`src/rtl/nibble_serial_adder.sv`:
```
// nibble_serial_adder: multi-word adder that walks a wide operand pair
// through a single 4-bit carry-lookahead adder, one nibble per clock,
// least significant nibble first, and presents sum/cout/overflow with a
// one-cycle done pulse.
//
// Handshake: start is sampled only while idle (busy=0). The edge that
// samples start high is the accepting edge; a, b and cin are captured
// there and may change afterwards. done is a single-cycle pulse during
// which sum/cout/overflow are valid. They are then held until the next
// operation's final edge. start seen while busy is dropped, not queued.

// 4-bit carry-lookahead adder slice.
module CarryLookAheadAdder (
  input  logic [3:0] A,
  input  logic [3:0] B,
  input  logic       Cin,
  output logic [3:0] S,
  output logic       Cout
);
  logic [3:0] w_g;
  logic [3:0] w_p;
  logic [4:0] w_c;

  assign w_g = A & B;
  assign w_p = A ^ B;

  // Lookahead carries, each computed directly from generate/propagate.
  always_comb begin
    w_c[0] = Cin;
    w_c[1] = w_g[0] | (w_p[0] & Cin);
    w_c[2] = w_g[1] | (w_p[1] & w_g[0]) | (w_p[1] & w_p[0] & Cin);
    w_c[3] = w_g[2] | (w_p[2] & w_g[1]) | (w_p[2] & w_p[1] & w_g[0])
           | (w_p[2] & w_p[1] & w_p[0] & Cin);
    w_c[4] = w_g[3] | (w_p[3] & w_g[2]) | (w_p[3] & w_p[2] & w_g[1])
           | (w_p[3] & w_p[2] & w_p[1] & w_g[0])
           | (w_p[3] & w_p[2] & w_p[1] & w_p[0] & Cin);
  end

  assign S    = w_p ^ w_c[3:0];
  assign Cout = w_c[4];
endmodule

module nibble_serial_adder #(
  parameter int NIBBLES = 4
) (
  input  logic                 clk,
  input  logic                 rst,
  input  logic                 start,
  input  logic [4*NIBBLES-1:0] a,
  input  logic [4*NIBBLES-1:0] b,
  input  logic                 cin,
  output logic                 busy,
  output logic                 done,
  output logic [4*NIBBLES-1:0] sum,
  output logic                 cout,
  output logic                 overflow,
  output logic [1:0]           dbg_state
);
  localparam int W  = 4 * NIBBLES;
  localparam int IW = $clog2(NIBBLES + 1);

  typedef enum logic [1:0] {
    S_IDLE = 2'd0,
    S_ADD  = 2'd1,
    S_DONE = 2'd2
  } state_t;

  state_t          r_state;
  state_t          w_next;
  logic [W-1:0]    r_a;
  logic [W-1:0]    r_b;
  logic            r_carry;
  logic [IW-1:0]   r_idx;
  logic [W-1:0]    r_psum;
  logic [W-1:0]    r_sum;
  logic            r_cout;
  logic            r_ovf;

  logic [3:0]      w_a_nib;
  logic [3:0]      w_b_nib;
  logic [3:0]      w_s;
  logic            w_co;
  logic            w_last;
  logic [W-1:0]    w_psum_next;
  logic            w_ovf;

  // Current nibble of the captured operands feeds the CLA.
  assign w_a_nib = r_a[{r_idx, 2'b00} +: 4];
  assign w_b_nib = r_b[{r_idx, 2'b00} +: 4];
  assign w_last  = (r_idx == IW'(NIBBLES - 1));

  CarryLookAheadAdder u_cla (
    .A    (w_a_nib),
    .B    (w_b_nib),
    .Cin  (r_carry),
    .S    (w_s),
    .Cout (w_co)
  );

  // Partial sum with the current CLA nibble merged in; on the last edge
  // this is the complete result, so sum and overflow are taken from it.
  always_comb begin
    w_psum_next = r_psum;
    for (int i = 0; i < NIBBLES; i++) begin
      if (r_idx == IW'(i)) w_psum_next[4*i +: 4] = w_s;
    end
  end

  assign w_ovf = (r_a[W-1] == r_b[W-1]) && (w_psum_next[W-1] != r_a[W-1]);

  // State register.
  always_ff @(posedge clk or posedge rst) begin
    if (rst) r_state <= S_IDLE;
    else     r_state <= w_next;
  end

  // Next-state logic.
  always_comb begin
    w_next = r_state;
    case (r_state)
      S_IDLE:  if (start) w_next = S_ADD;
      S_ADD:   if (w_last) w_next = S_DONE;
      S_DONE:  w_next = S_IDLE;
      default: w_next = S_IDLE;
    endcase
  end

  // Outputs decode straight from the state register.
  always_comb begin
    busy      = (r_state != S_IDLE);
    done      = (r_state == S_DONE);
    dbg_state = r_state;
  end

  // Datapath: operand capture, per-nibble accumulate, result publish.
  always_ff @(posedge clk or posedge rst) begin
    if (rst) begin
      r_a     <= '0;
      r_b     <= '0;
      r_carry <= 1'b0;
      r_idx   <= '0;
      r_psum  <= '0;
      r_sum   <= '0;
      r_cout  <= 1'b0;
      r_ovf   <= 1'b0;
    end else begin
      case (r_state)
        S_IDLE: begin
          if (start) begin
            r_a     <= a;
            r_b     <= b;
            r_carry <= cin;
            r_idx   <= '0;
            r_psum  <= '0;
          end
        end
        S_ADD: begin
          r_psum  <= w_psum_next;
          r_carry <= w_co;
          r_idx   <= r_idx + IW'(1);
          if (w_last) begin
            r_sum  <= w_psum_next;
            r_cout <= w_co;
            r_ovf  <= w_ovf;
          end
        end
        default: ;
      endcase
    end
  end

  assign sum      = r_sum;
  assign cout     = r_cout;
  assign overflow = r_ovf;
endmodule

```
`config.mk`:
```
export PLATFORM = sky130hd
export DESIGN_NAME = nibble_serial_adder
export DESIGN_NICKNAME = d
export VERILOG_FILES = /design/src/rtl/nibble_serial_adder.sv
export SDC_FILE = /design/constraint.sdc
export NUM_CORES = 1
export LEC_CHECK = 0
export CAP_MARGIN = 0
export CELL_PAD_IN_SITES_DETAIL_PLACEMENT = 0
export CELL_PAD_IN_SITES_GLOBAL_PLACEMENT = 2
export CORE_MARGIN = 1
export CORE_UTILIZATION = 31
export CTS_CLUSTER_DIAMETER = 120
export DETAILED_ROUTE_END_ITERATION = 12
export PLACE_DENSITY_LB_ADDON = 0.08
export SETUP_SLACK_MARGIN = 0.5
export SKIP_LAST_GASP = 1
export SLEW_MARGIN = 25
export SYNTH_ARGS = -nofsm -noshare
export SYNTH_HDL_FRONTEND = slang
export SYNTH_SLANG_ARGS = --single-unit
```
`constraint.sdc`:
```
create_clock -name clk -period 2.84 [get_ports clk]
set_input_delay 0.568 -clock clk [delete_from_list [all_inputs] [get_ports clk]]
set_output_delay 0.568 -clock clk [all_outputs]
set_load 0.03 [all_outputs]
```
==> results of run 1 <==
-- timing repair --
action	in CTS	in global routing
pin swaps	9	14
endpoints found under the setup margin	20	22
hold endpoints to repair	0	0
setup buffers	7	9
gates resized for setup	7	26
-- power breakdown --
group	internal, mW	switching, mW	total, mW	leakage, nW
sequential	1.41	0.324	1.73	0.837
clock	0.358	0.356	0.714	0.0893
combinational	2.12	1.92	4.04	0.966
-- cells in the final DEF, fill, tap and decap left out, types with 4 or more instances in the layout --
master,count
buf_4,13
mux2_2,33
nand4_1,4
a21oi_1,15
nor2b_1,7
dfrtp_1,66
clkdlybuf4s50_1,57
buf_6,8
o31ai_1,4
nor2_1,17
o21ai_0,8
a22o_1,9
and2_4,6
inv_1,8
mux4_2,6
ha_1,6
o21ai_1,4
clkbuf_8,11
nand2b_1,4
nand2_1,16
a211oi_2,4
-- logic make-up after synthesis --
| kind of cell | count (synthesis) |
|---|---|
| buffers and inverters | 26 |
| adder cells (fa/ha/maj) | 10 |
| multiplexers | 42 |
| AO/OA/AOI/OAI | 61 |
| flip-flops | 68 |
| XOR/XNOR | 2 |
| AND/OR/NAND/NOR | 66 |
-- sequential cells by signal, summed over array words and instances (netlist names) --
name / cells
overflow: 1
cout: 1
r_a: 16
r_b: 16
r_idx: 3
sum: 16
dbg_state: 2
r_psum: 12
r_carry: 1
-- layer usage --
metal  GRT usage (%)  up-vias  wire [um]
li1                -     1124          -
met1            19.0     1134       3470
met2            25.3       39       3910
met3            3.13        9        203
met4            5.51        0         99
met5               0        -          0
-- worst min path at each step --
stage / startpoint / end / slack (ns) / depth (start not counted)
CTS: sum[1] / sum[1] / 0.49 / 2
detailed placement: r_psum[4] / r_psum[4] / 0.47 / 2
global placement: sum[13] / sum[13] / 0.46 / 1
global route: r_psum[8] / r_psum[8] / 0.50 / 2
finish: sum[0] / sum[0] / 0.48 / 2
floorplan: r_psum[0] / r_psum[0] / 0.45 / 2
-- through the flow --
| stage | setup WS [ns] | power, mW | util (%) | instances | hold slack, ns |
|---|---|---|---|---|---|
| final | 0.336 | 6.49 | 44.3 | 486 | 0.483 |
| after global routing | 0.250 | 6.98 | 44.3 | 486 | 0.503 |
| after CTS | 0.305 | 6.03 | 42.8 | 477 | 0.487 |
| after detailed placement | 0.146 | 5.05 | 40.4 | 455 | 0.468 |
| after global placement | 0.189 | 5.04 | 40.4 | 455 | 0.463 |
| after floorplan | 0.238 | 4.11 | - | 275 | 0.449 |
-- tightest hold or removal path, cell delays in order, from the launching register on --
cell and delay (ns):
dfrtp_1 0.35, nand2_1 0.05, o21ai_0 0.06
-- final cells by class --
class | count | share of cell area (%)
flip-flops and latches | 68 | 38.6
multi-input cells | 181 | 34.9
repair buffers | 80 | 18.1
well taps | 133 | 3.77
clock buffers | 13 | 3.60
inverters | 9 | 0.766
clock inverters | 2 | 0.227
-- cell usage after synthesis, drive strengths merged, types with 2 or more instances --
cell and n:
a211o 4, a211oi 4, a21o 4, a21oi 18, a22o 9, and2 8, buf 8, clkbuf 9
dfrtp 68, ha 9, inv 9, mux2 34, mux2i 2, mux4 6, nand2 18, nand2b 4
nand3 3, nand4 4, nor2 17, nor2b 7, o21ai 13, o31ai 4
==> results.json, run 1 <==
{
  "crit_family": "multiplexers",
  "post-route-drc-count": 0,
  "drt_wl_total_mm": 7.68,
  "area_growth_pct": 36.1,
  "port_buffers": 57,
  "layout-drive-gt1-share_pct": 30.3,
  "r2r-start": "r_idx[0]",
  "hold_path_class": "flip-flop to flip-flop",
  "hold_viol_final": 0,
  "yosys.area_share.simple_pct": 10.2,
  "critical_path_class": "flip-flop to flip-flop",
  "synth_compound_area_share_pct": 12.4,
  "crit_chain": "mux4_2 > and2_4 > ha_4 > a211o_1 > a211o_1 > and3_4 > mux2_4",
  "h-tree-depth": 3,
  "syn_nets": 321,
  "ir_worst_vdd_mv": 0.525,
  "startpoint": "r_idx[0]",
  "hold_buffers": 0,
  "rsz0062_at_grt": "yes",
  "maxCapViolCount": 0,
  "diodes": 0,
  "start_util_pct": 32.5,
  "crit_cells": 7,
  "yosys.area.top_type": "dfrtp_1",
  "crit_path_start_kind": "flip-flop",
  "synthCells": 275,
  "ys_ff_latch": 68,
  "wl_per_cell_um": 15.8,
  "die_w_um": 104,
  "avgSynthCellArea_sq_um": 11.8,
  "synth_ff_type": "dfrtp_1",
  "dpl-instance-area_sq_mm": 0.00402,
  "synth_edf_count": 0,
  "vias": 2306,
  "multi_input_area_sq_mm": 0.00154,
  "endpoint": "sum[15]",
  "powerDensity_mw_per_mm2": 1470,
  "worst_pin_slew_ns": 0.645,
  "grt_start_max_net_pins": 38,
  "die_h_um": 104,
  "cts-root-buf": "clkbuf_8",
  "yosysUniqueCellTypes": 39,
  "crit_path_max_incr_delay_ns": 0.53,
  "first_pass_iters": 6,
  "reg2reg_to": "sum[15]",
  "place_hpwl_mm": 5.49,
  "finalCritPeriodShare_pct": 88.2,
  "async_flop_share_pct": 100,
  "synth.area.mux_share_pct": 16.7,
  "reg2reg_slack_ns": 0.34,
  "critPathBufInv": 0,
  "path_clk_slew_ns": 0.07,
  "grt_use_total_pct": 15.0,
  "outcome": "finished, final reports clean",
  "cts_tree": "yes",
  "rr_worst_depth": 7,
  "drtIter0Drc": 62,
  "cpMostUsedCell": "a211o_1",
  "fin_nets": 395,
  "cts_buffer_depth": 2,
  "fin_crit_ns": 2.50,
  "seq_area_frac_synth_pct": 52.5,
  "cts.sinks": 68,
  "setup-violations-final": 0,
  "power_leakage_nw": 1.89,
  "register_area_sq_mm": 0.00170,
  "grt_pass1_vias": 2313,
  "syn_area_sq_mm": 0.00324,
  "timing.final.max_slew_violations": 0,
  "worstSkewPairLatency_ns": 0.34,
  "finalSetupTns_ns": 0,
  "grt_pass1_wl_mm": 12.5,
  "overflow": 0,
  "clock_skew_ns": 0.00956,
  "viasPerCell": 4.74,
  "cpMaxStageDelayCell": "mux4_2",
  "synthXorXnorAreaFrac_pct": 0.541,
  "nFillCells": 971,
  "synth_area_leaders": "dfrtp_1 (53%), mux2_2 (11%), mux4_2 (4.2%)",
  "cts_inserted_buffers": 9,
  "fmax_ghz": 0.399,
  "ioPinCount": 58,
  "synth_top_family_by_area": "multiplexers",
  "synth-adder-area-share_pct": 4.09,
  "drtAntennaViolNets": 0,
  "core-area_sq_mm": 0.00995,
  "critPathArrivalTime_ns": 2.73,
  "path_max_fanout": 7,
  "synth.top_cell.area_share_pct": 52.5,
  "rows": 36,
  "die-area_sq_mm": 0.0109,
  "gp_congestion": 0.765,
  "design_area_sq_mm": 0.00441,
  "synth_warnings": 0,
  "setup.worst_path.end_class": "flip-flop",
  "slew_headroom_pct": 56.9,
  "worstPathRequired_ns": 3.07,
  "antenna_found_initial": 0
}
No activity file was read; power rests on OpenSTA's default activity.
==> run 2, diff against run 1 <==
Settings changed: CORE_UTILIZATION 31 to 30, TNS_END_PERCENT set to 100.
==> results.json, run 2 (synthesized netlist as in run 1, its figures left out) <==
{
  "outcome": "finished, final reports clean",
  "grt_pass1_vias": 2373,
  "gp_congestion": 0.729,
  "cts.sinks": 68,
  "r2r-start": "r_idx[1]",
  "port_buffers": 57,
  "drt_wl_total_mm": 7.84,
  "overflow": 0,
  "start_util_pct": 31.1,
  "p_seq_share_pct": 27.6,
  "reg2reg_to": "overflow",
  "path_max_fanout": 7,
  "antenna_found_initial": 0,
  "rows": 37,
  "h-tree-depth": 3,
  "crit_path_start_kind": "flip-flop",
  "hold_buffers": 0,
  "setup.worst_path.end_class": "flip-flop",
  "slew_headroom_pct": 56.2,
  "hold_slack_ns": 0.480,
  "cts-root-buf": "clkbuf_8",
  "grt_pass1_wl_mm": 12.7,
  "worstSkewPairLatency_ns": 0.35,
  "final_common_cell": "dfrtp_1",
  "p_int_mw": 3.68,
  "powerDensity_mw_per_mm2": 1440,
  "die_h_um": 106,
  "hold_path_class": "flip-flop to flip-flop",
  "drtIter0Drc": 56,
  "hold_viol_final": 0,
  "rr_worst_depth": 8,
  "first_pass_iters": 4,
  "wl_per_cell_um": 16.2,
  "fin_crit_ns": 2.55,
  "die-area_sq_mm": 0.0112,
  "clock_skew_ns": 0.00571,
  "drtAntennaViolNets": 0,
  "whs_endpoint": "sum[12]",
  "finalSetupTns_ns": 0,
  "power_leakage_nw": 1.85,
  "swShare_pct": 41.2,
  "cts_buffer_depth": 2,
  "core-area_sq_mm": 0.0104,
  "fmax_ghz": 0.392,
  "timing.final.max_slew_violations": 0,
  "fin_nets": 389,
  "diodes": 0,
  "hold_depth": 2,
  "finalPower_mw": 6.25,
  "die_w_um": 106,
  "worstPathRequired_ns": 3.08,
  "hold_path_startpoint": "sum[12]",
  "final_cell_mix": "dfrtp_1 (66), clkdlybuf4s50_1 (56), mux2_2 (33), a21oi_1 (18)",
  "reg2reg_slack_ns": 0.29,
  "grt_use_total_pct": 15.2,
  "viasPerCell": 4.77,
  "area_growth_pct": 34.3,
  "finalCritPeriodShare_pct": 89.7,
  "cts_inserted_buffers": 9,
  "clkPwrFrac_pct": 12.7,
  "setup-violations-final": 0,
  "critPathArrivalTime_ns": 2.79,
  "ioPinCount": 58,
  "power.switching_mw": 2.57,
  "critical_path_class": "flip-flop to flip-flop",
  "path_clk_slew_ns": 0.08,
  "layout-drive-gt1-share_pct": 28.4,
  "vias": 2307,
  "place_hpwl_mm": 5.54,
  "pwr-share-comb_pct": 59.7,
  "rsz0062_at_grt": "yes",
  "grt_start_max_net_pins": 38,
  "ir_worst_vdd_mv": 0.487,
  "post-route-drc-count": 0,
  "cts_tree": "yes",
  "worst_pin_slew_ns": 0.656,
  "maxCapViolCount": 0
}
==> run 2: cell count changes in the layout (fill, tap and decap cells not counted), sizes merged <==
cell	change
buf	-6
clkdlybuf4s50	-1
bufinv	+1
clkbuf	-4
clkinvlp	+3
clkinv	+1
dlymetal6s2s	+1
==> run 2: per-layer routing <==
layer	track usage [%]	vias to the layer above	share of wire, %
met1	18.5	1146	45
met3	3.25	9	2.9
met5	0	-	0
met4	6.55	0	1.7
li1	-	1110	-
met2	25.8	42	51
==> run 2: power groups by stage <==
stage	Combinational, mW	Sequential [mW]	Clock (mW)
finish	3.73	1.72	0.794
global route	4.08	1.80	0.858
CTS	3.52	1.76	0.827
detailed placement	3.21	1.78	0
global placement	3.20	1.78	0
floorplan	2.26	1.85	0
==> run 2: timing repair <==
action,4_1_cts,5_1_grt
resized for setup,8,9
setup endpoints to repair,24,23
pin swaps,10,11
buffers inserted,7,4
hold endpoints to repair,0,0
==> run 2: stage by stage <==
stage / setup slack [ns] / std cells / cell area (sq um) / util, %
detailed placement: 0.111 / 457 / 4000 / 38.4
finish: 0.292 / 484 / 4350 / 41.8
CTS: 0.317 / 480 / 4280 / 41.1
floorplan: 0.238 / 275 / 3290 / -
global route: 0.214 / 484 / 4350 / 41.8
global placement: 0.190 / 457 / 4000 / 38.4
==> run 2: layout make-up <==
cell class	count	area [sq um]
Fill cell	1040	6070
Sequential cell	68	1700
Multi-Input combinational cell	181	1530
Timing Repair Buffer	74	718
Tap cell	136	170
Clock buffer	9	124
Clock inverter	7	67.6
Inverter	9	33.8
==> run 2: worst max path at each step <==
stage / slack [ns] / start / to
3_5_place_dp: 0.11 / r_idx[1] / overflow
4_1_cts: 0.32 / r_idx[0] / overflow
2_1_floorplan: 0.24 / r_idx[0] / sum[15]
6_report: 0.29 / r_idx[1] / overflow
3_3_place_gp: 0.19 / r_idx[0] / sum[15]
5_1_grt: 0.21 / r_idx[0] / overflow
==> run 2: worst max-delay path: stages (launching register included) <==
cell     delay (ns)
dfrtp_2        0.45
buf_2          0.21
mux4_2         0.31
and2_4         0.18
ha_4           0.17
a211o_1        0.30
a211o_1        0.33
and3_4         0.21
a211o_1        0.28
